$ cat config.mk
export PLATFORM = sky130hd
export DESIGN_NAME = multi_cycle_controller
export DESIGN_NICKNAME = d
export VERILOG_FILES = /design/src/rtl/multi_cycle_controller.sv
export SDC_FILE = /design/constraint.sdc
export NUM_CORES = 1
export LEC_CHECK = 0
export ABC_AREA = 0
export CORE_MARGIN = 5
export CORE_UTILIZATION = 40
export CTS_BUF_LIST = sky130_fd_sc_hd__clkbuf_2 sky130_fd_sc_hd__clkbuf_4 sky130_fd_sc_hd__clkbuf_8
export DETAILED_ROUTE_END_ITERATION = 7
export MAX_ROUTING_LAYER = met4
export PLACE_DENSITY = 0.81
export SYNTH_ARGS = -nofsm -noshare
export SYNTH_HDL_FRONTEND = slang
export SYNTH_SLANG_ARGS = --single-unit
$ cat constraint.sdc
create_clock -name clk -period 2.01 [get_ports clk]
set_input_delay 0.402 -clock clk [delete_from_list [all_inputs] [get_ports clk]]
set_output_delay 0.402 -clock clk [all_outputs]
set_load 0.1 [all_outputs]
$ cat src/rtl/multi_cycle_controller.sv
// multi_cycle_controller: Moore control FSM for the multi-cycle RV32I datapath (CTRL_ILLEGAL_TRAP_EN traps unknown opcodes).
// Latency: selects/enables decoded combinationally from the state register; lw 5, sw/R/I/jal 4, jalr 5, branch/lui 3 cycles.
// Backpressure: none, the FSM advances one state per clock; enables are forced low while rst is high.
module multi_cycle_controller #(
    parameter int SUPPORT_BNE = 1
) (
    input  logic       clk,
    input  logic       rst,
    input  logic [6:0] opcode,
    input  logic [2:0] funct3,
    input  logic       zero,
    output logic       pc_write,
    output logic       adr_src,
    output logic       ir_write,
    output logic       mem_write,
    output logic       reg_write,
    output logic [1:0] alu_src_a,
    output logic [1:0] alu_src_b,
    output logic [1:0] result_src,
    output logic [1:0] alu_op,
    output logic [2:0] imm_src,
    output logic       illegal_op,
    output logic [3:0] state_o
);

    typedef enum logic [3:0] {
        FETCH    = 4'd0,
        DECODE   = 4'd1,
        MEMADR   = 4'd2,
        MEMREAD  = 4'd3,
        MEMWB    = 4'd4,
        MEMWRITE = 4'd5,
        EXECR    = 4'd6,
        EXECI    = 4'd7,
        ALUWB    = 4'd8,
        BRANCH   = 4'd9,
        JAL      = 4'd10,
        JALR     = 4'd11,
        JALRPC   = 4'd12,
        LUI      = 4'd13,
        HALT     = 4'd14
    } state_t;

    localparam logic [6:0] OP_LOAD  = 7'b0000011;
    localparam logic [6:0] OP_STORE = 7'b0100011;
    localparam logic [6:0] OP_R     = 7'b0110011;
    localparam logic [6:0] OP_I     = 7'b0010011;
    localparam logic [6:0] OP_BR    = 7'b1100011;
    localparam logic [6:0] OP_JAL   = 7'b1101111;
    localparam logic [6:0] OP_JALR  = 7'b1100111;
    localparam logic [6:0] OP_LUI   = 7'b0110111;

`ifdef CTRL_ILLEGAL_TRAP_EN
    localparam state_t TRAP_STATE = HALT;
`else
    localparam state_t TRAP_STATE = FETCH;
`endif

    state_t state_q;
    state_t state_d;
    logic   bne_en;
    logic   taken;

    assign bne_en  = (SUPPORT_BNE != 0);
    assign taken   = ((funct3 == 3'b000) & zero) | (bne_en & (funct3 == 3'b001) & ~zero);
    assign state_o = state_q;

    always_ff @(posedge clk or posedge rst) begin
        if (rst) begin
            state_q <= FETCH;
        end else begin
            state_q <= state_d;
        end
    end

    always_comb begin
        state_d = state_q;
        case (state_q)
            FETCH:  state_d = DECODE;
            DECODE: begin
                case (opcode)
                    OP_LOAD, OP_STORE: state_d = MEMADR;
                    OP_R:              state_d = EXECR;
                    OP_I:              state_d = EXECI;
                    OP_BR:             state_d = BRANCH;
                    OP_JAL:            state_d = JAL;
                    OP_JALR:           state_d = JALR;
                    OP_LUI:            state_d = LUI;
                    default:           state_d = TRAP_STATE;
                endcase
            end
            MEMADR:   state_d = (opcode == OP_LOAD) ? MEMREAD : MEMWRITE;
            MEMREAD:  state_d = MEMWB;
            MEMWB:    state_d = FETCH;
            MEMWRITE: state_d = FETCH;
            EXECR:    state_d = ALUWB;
            EXECI:    state_d = ALUWB;
            ALUWB:    state_d = FETCH;
            BRANCH:   state_d = FETCH;
            JAL:      state_d = ALUWB;
            JALR:     state_d = JALRPC;
            JALRPC:   state_d = ALUWB;
            LUI:      state_d = FETCH;
            HALT:     state_d = HALT;
            default:  state_d = FETCH;
        endcase
    end

    always_comb begin
        pc_write   = 1'b0;
        adr_src    = 1'b0;
        ir_write   = 1'b0;
        mem_write  = 1'b0;
        reg_write  = 1'b0;
        alu_src_a  = 2'b00;
        alu_src_b  = 2'b00;
        result_src = 2'b00;
        alu_op     = 2'b00;
        case (state_q)
            FETCH: begin
                ir_write   = 1'b1;
                alu_src_b  = 2'b10;
                result_src = 2'b10;
                pc_write   = 1'b1;
            end
            DECODE: begin
                alu_src_a = 2'b01;
                alu_src_b = 2'b01;
            end
            MEMADR: begin
                alu_src_a = 2'b10;
                alu_src_b = 2'b01;
            end
            MEMREAD:  adr_src = 1'b1;
            MEMWB: begin
                result_src = 2'b01;
                reg_write  = 1'b1;
            end
            MEMWRITE: begin
                adr_src   = 1'b1;
                mem_write = 1'b1;
            end
            EXECR: begin
                alu_src_a = 2'b10;
                alu_op    = 2'b10;
            end
            EXECI: begin
                alu_src_a = 2'b10;
                alu_src_b = 2'b01;
                alu_op    = 2'b10;
            end
            ALUWB:    reg_write = 1'b1;
            BRANCH: begin
                alu_src_a = 2'b10;
                alu_op    = 2'b01;
                pc_write  = taken;
            end
            JAL, JALRPC: begin
                alu_src_a = 2'b01;
                alu_src_b = 2'b10;
                pc_write  = 1'b1;
            end
            JALR: begin
                alu_src_a = 2'b10;
                alu_src_b = 2'b01;
            end
            LUI: begin
                result_src = 2'b11;
                reg_write  = 1'b1;
            end
            default: ;
        endcase
        // Reset lands the FSM in FETCH at once; its enables must stay quiet until release.
        if (rst) begin
            pc_write  = 1'b0;
            ir_write  = 1'b0;
            mem_write = 1'b0;
            reg_write = 1'b0;
        end
    end

    always_comb begin
        case (opcode)
            OP_STORE: imm_src = 3'b001;
            OP_BR:    imm_src = 3'b010;
            OP_JAL:   imm_src = 3'b011;
            OP_LUI:   imm_src = 3'b100;
            default:  imm_src = 3'b000;
        endcase
    end

`ifdef CTRL_ILLEGAL_TRAP_EN
    logic illegal_q;

    always_ff @(posedge clk or posedge rst) begin
        if (rst) begin
            illegal_q <= 1'b0;
        end else if ((state_q == DECODE) && (state_d == HALT)) begin
            illegal_q <= 1'b1;
        end
    end

    assign illegal_op = illegal_q & ~rst;
`else
    assign illegal_op = 1'b0;
`endif

endmodule
==> qor.txt, run 1 <==
RUN STATUS
---------------------------------------------------------------------------------
Status                                                               did not finish
Failing step                                                              4_1_cts
First logged error message                                           [ERROR DPL-0038] Utilization greater than 100%, impossible to legalize

SYNTH
---------------------------------------------------------------------------------
Number of synthesized register bits                                             4
Leading area contributor after synthesis                             sky130_fd_sc_hd__dfrtp_1
Cell types with the largest area share after synthesis               sky130_fd_sc_hd__dfrtp_1 15%, sky130_fd_sc_hd__xor2_1 5.3%, sky130_fd_sc_hd__nand2_1 4.5%
Part of the Yosys area used for sequential elements                         15.2%
Average instance area after synthesis                                   7.42 um^2
Number of synthesized flops with an enable pin                                  0
Post-Syn Nets                                                                 102
Number of unique standard cell types used by synthesis                         43
Portion of synthesized cell area occupied by the leading cell type          15.2%
Commonest register cell after synthesis                              sky130_fd_sc_hd__dfrtp_1
Cell count after synthesis                                                     89
Share of synthesized flip-flops with an asynchronous set or reset            100%
Summed instance area of the synthesized netlist                          661 um^2
Warning count from the yosys run                                                0

CLOCKING
---------------------------------------------------------------------------------
Buffer count from post-CTS setup fixing                                        13
Clk root buf                                                         sky130_fd_sc_hd__clkbuf_4
Number of clock sinks                                                           4
CTS HTree Levels                                                                1
Hold buffer count at cts                                                        0
CTS buffer count                                                                3
Resize count post-CTS                                                          19
Max Root-Sink Buffers                                                           2

PLACE
---------------------------------------------------------------------------------
Final GP Congestion                                                         0.789
HPWL after detailed placement                                             2450 um
Dpl cells                                                                     147
Port Buf Inserts                                                               32

DIE
---------------------------------------------------------------------------------
Floorplan die height                                                      50.6 um
Number of top-level design ports                                               34
Number of rows created at floorplan                                            14
Horizontal die dimension                                                  50.6 um
Initial Util                                                                42.9%

[metrics by stage]
step           setup slack [ps]  hold WS (ps)  instance area (um^2)  util, %  TNS, ps
2_1_floorplan              -527           168                   855        -    -2560
3_3_place_gp               13.1           699                  1440     93.7        0
3_5_place_dp              -80.7           711                  1440     93.7     -119
[logic make-up after synthesis]
logic type                Yosys count  synth area share [%]
DFF                                 4                  15.2
and+or+nand+nor                    46                  42.4
AOI/OAI and AO/OA                  19                  22.2
buffers and inverters              13                  11.4
muxes                               1                  1.70
xor gates and xnor gates            5                  6.63
other                               1                 0.568
[cell usage after synthesis (all sizes together) (2+ instances only)]
master,instances
and2,3
a32oi,2
nor4b,3
dfrtp,4
nor3,4
inv,4
a21oi,2
clkbuf,2
and3,3
nand3,4
nor2,6
nand2b,3
o21ai,4
xor2,4
nor2b,4
buf,7
nand2,8
==> run 2, diff against run 1 <==
- CORE_AREA: default -> 5 5 66 68
- CORE_MARGIN: 5 -> default
- CORE_UTILIZATION: 40 -> default
- CTS_BUF_LIST: sky130_fd_sc_hd__clkbuf_2 sky130_fd_sc_hd__clkbuf_4 sky130_fd_sc_hd__clkbuf_8 -> default
- DIE_AREA: default -> 0 0 71 73
- MAX_ROUTING_LAYER: met4 -> default
- PLACE_DENSITY: 0.81 -> default
- PLACE_DENSITY_LB_ADDON: default -> 0.15
==> qor.txt, run 2 <==
CRITICAL PATH
----------------------------------------------------------------------------------------
Crit end category                                                           primary output
Largest delay share family, worst path                                      simple AND/OR/NAND/NOR gates
Critical Path, Cell by Cell                                                 or4_4 > a31oi_4 > buf_12
Startpoint class of the critical path                                          flip-flop
Category of the critical setup timing path                                    reg -> out
Internal reg-to-reg setup slack                                                   480 ps
Buffers and inverters on the worst path                                                1
Critical path's slowest cell                                                sky130_fd_sc_hd__or4_4
Data arrival time of the critical path                                           1660 ps
Worst path required time                                                         1610 ps
Max FO, Critical Path                                                                  4
CP max stage delay                                                                570 ps

SYNTH
----------------------------------------------------------------------------------------
Portion of synthesized cell area occupied by the leading cell type                 15.2%   unchanged
Most numerous cell types in the synthesized netlist                         8 x sky130_fd_sc_hd__nand2_1, 6 x sky130_fd_sc_hd__nor2_1
Summed instance area of the synthesized netlist                                 661 um^2   unchanged
Most used standard cell by instance count after synthesis                   sky130_fd_sc_hd__nand2_1
Warning count from the yosys run                                                       0   unchanged
Commonest register cell after synthesis                                     sky130_fd_sc_hd__dfrtp_1
Number of synthesized register bits                                                    4   unchanged
Cell count after synthesis                                                            89   unchanged
Part of the Yosys area used for sequential elements                                15.2%   unchanged
Post-Syn Nets                                                                        102   unchanged
Number of synthesized flops with an enable pin                                         0   unchanged
Average instance area after synthesis                                          7.42 um^2   unchanged
Leading area contributor after synthesis                                    sky130_fd_sc_hd__dfrtp_1
Share of synthesized flip-flops with an asynchronous set or reset                   100%   unchanged
Number of unique standard cell types used by synthesis                                43   unchanged
Cell types with the largest area share after synthesis                      sky130_fd_sc_hd__dfrtp_1 15%, sky130_fd_sc_hd__xor2_1 5.3%, sky130_fd_sc_hd__nand2_1 4.5%

ROUTE
----------------------------------------------------------------------------------------
Vias after detailed routing                                                          880
Number of DRC markers after the initial detailed-route iteration                      17
Drt total wl                                                                     2390 um
Routed Antenna Nets                                                                    0
Routed WL per cell                                                               12.2 um
DRC violations left                                                                    0
Mean number of vias per cell                                                        4.49
Pre-Repair DR Iteration Count                                                          2

POWER AND IR DROP
----------------------------------------------------------------------------------------
Power share of the clock group                                                      6.1%
Part of the power in combinational logic                                           88.1%
Internal power consumption                                                     0.00122 W
Peak supply drop                                                                  584 uV
Switching Share                                                                    55.6%
Power Density                                                               1590 mW/mm^2
Share of total power in sequential cells                                            5.8%
Static power due to leakage                                                     0.709 nW
Switching power summed over all nets                                           0.00153 W

LAYOUT
----------------------------------------------------------------------------------------
Leading cell types in the layout, fill and taps excluded                    26 x sky130_fd_sc_hd__buf_4, 21 x sky130_fd_sc_hd__buf_12, 9 x sky130_fd_sc_hd__clkdlybuf4s50_1
Filler-free cell count of the finished design                                        196
Leading cell type in the layout, fill and taps excluded                     sky130_fd_sc_hd__buf_4
Fraction of layout instances using a drive strength above 1                        60.3%
Number of antenna diodes                                                               0
Area growth, synth to finish                                                        161%
Largest register FFs                                                                   4
Number of nets in the layout                                                         161

GLOBAL ROUTING
----------------------------------------------------------------------------------------
GR Overflow Total                                                                      0
Number of global-route vias before repair                                            930
Global router's overall resource usage                                             9.41%
Global-route wire length before repair                                           4040 um
Number of antenna violations at the first check in global routing                      0
Maximum number of pins on one net before global-route repair                          18

CLOCKING
----------------------------------------------------------------------------------------
Clock latency on the worst-skew pair                                              220 ps
Max Root-Sink Buffers                                                                  2   unchanged
Number of clock sinks                                                                  4   unchanged
CTS buffer count                                                                       3   unchanged
Hold buffer count at cts                                                               0   unchanged
Clock transition at the registers of the reported paths                            30 ps
Clock tree from TritonCTS                                                           done
CTS HTree Levels                                                                       1   unchanged
Clk root buf                                                                sky130_fd_sc_hd__clkbuf_8

PLACE
----------------------------------------------------------------------------------------
Dpl cells                                                                            180   +22%
Worst slack, placed                                                             -63.7 ps   +17.0 ps
Final GP Congestion                                                                0.902   +14%
HPWL after detailed placement                                                    1850 um   -24%
Port Buf Inserts                                                                      32   unchanged

FLOW RUN
----------------------------------------------------------------------------------------
Number of maximum-capacitance violations                                               0

STA
----------------------------------------------------------------------------------------
Final worst-path setup slack                                                    -52.3 ps
Final hold violations                                                                  0
Maximum clock rate                                                             0.485 GHz
Portion of the clock cycle consumed by the worst path in the final layout           103%
RSZ-0062 raised after global routing                                                true
Layout Skew                                                                     0.545 ps
Time the final worst path needs with I/O delays and setup                        2060 ps
Final number of max-transition violations                                              0
Worst hold slack                                                                  634 ps
Finish-stage setup viols                                                               4

HOLD PATH
----------------------------------------------------------------------------------------
Tightest Hold Check Type                                                     in -> async

DIE
----------------------------------------------------------------------------------------
Area of the die                                                             0.00518 mm^2
Number of rows created at floorplan                                                   23   +9
Area of the core                                                            0.00380 mm^2
Floorplan die height                                                               73 um   +44%
Number of top-level design ports                                                      34   unchanged
Initial Util                                                                       17.4%   -25 points
Horizontal die dimension                                                           71 um   +40%

RUN STATUS
----------------------------------------------------------------------------------------
Status                                                                      complete, but fails checks
Violated checks                                                             setup timing

[run 2: cell counts after synthesis]
No cell type changed its count.
[run 2: metal layers]
metal / global-route usage (%) / up-vias / routed length [um]
met5: 0 / - / 0
met4: 5.01 / 0 / 42
met3: 1.52 / 4 / 148
met2: 16.8 / 30 / 1160
met1: 10.7 / 407 / 1040
li1: - / 439 / -
[run 2: cell families after synthesis]
logic type	Yosys count	share of synthesized area (%)
buffers and inverters	13	11.4
other	1	0.568
AO/OA/AOI/OAI	19	22.2
XOR/XNOR	5	6.63
AND/OR/NAND/NOR	46	42.4
multiplexers	1	1.70
flip-flops	4	15.2
[run 2: worst paths after layout]
path / from / endpoint / depth (start not counted)
worst max-delay path: state_o[3] / pc_write / 3
worst min-delay path: rst / state_o[1] / 3
worst max register to register: state_o[3] / state_o[2] / 5
worst min register to register: state_o[0] / state_o[3] / 2
max in group asynchronous: rst / state_o[2] / 3
min in group clk: opcode[3] / state_o[0] / 3
[run 2: worst reg2reg max path, stage by stage (launching register included)]
cell and delay [ps]:
sky130_fd_sc_hd__dfrtp_4 480, sky130_fd_sc_hd__buf_6 130, sky130_fd_sc_hd__buf_8 130, sky130_fd_sc_hd__or2_4 240, sky130_fd_sc_hd__a311o_1 320, sky130_fd_sc_hd__o311ai_1 100
[run 2: final cells by class]
class,instances,area (um^2)
Multi-Input combinational cell,72,701
Fill cell,384,2070
Timing Repair Buffer,63,788
Sequential cell,4,115
Tap cell,50,62.6
Inverter,4,17.5
Clock buffer,3,41.3
[run 2: repair_timing]
action / 4_1_cts / 5_1_grt
buffers inserted: 11 / 2
gates resized for setup: 9 / 15
pin swaps: 5 / 7
endpoints found under the setup margin: 8 / 10
[run 2: power groups by stage]
stage	logic, W	registers, W	clock network [W]
floorplan	0.00136	0.000316	0
global placement	0.00216	0.000192	0
detailed placement	0.00217	0.000191	0
CTS	0.00234	0.000156	0.000174
global route	0.00253	0.000162	0.000176
finish	0.00242	0.000160	0.000168
[run 2: metrics by stage]
stage	TNS, ps	total power, W	cell area [um^2]	utilization (%)
3_3_place_gp	-28.5	0.00235	1490	39.3
3_5_place_dp	-63.7	0.00236	1490	39.3
5_1_grt	-236	0.00286	1730	45.4
6_report	-98.5	0.00275	1730	45.4
4_1_cts	-141	0.00267	1640	43.3
2_1_floorplan	-2560	0.00168	855	-
Note: power is estimated with default switching activity, not from simulation.
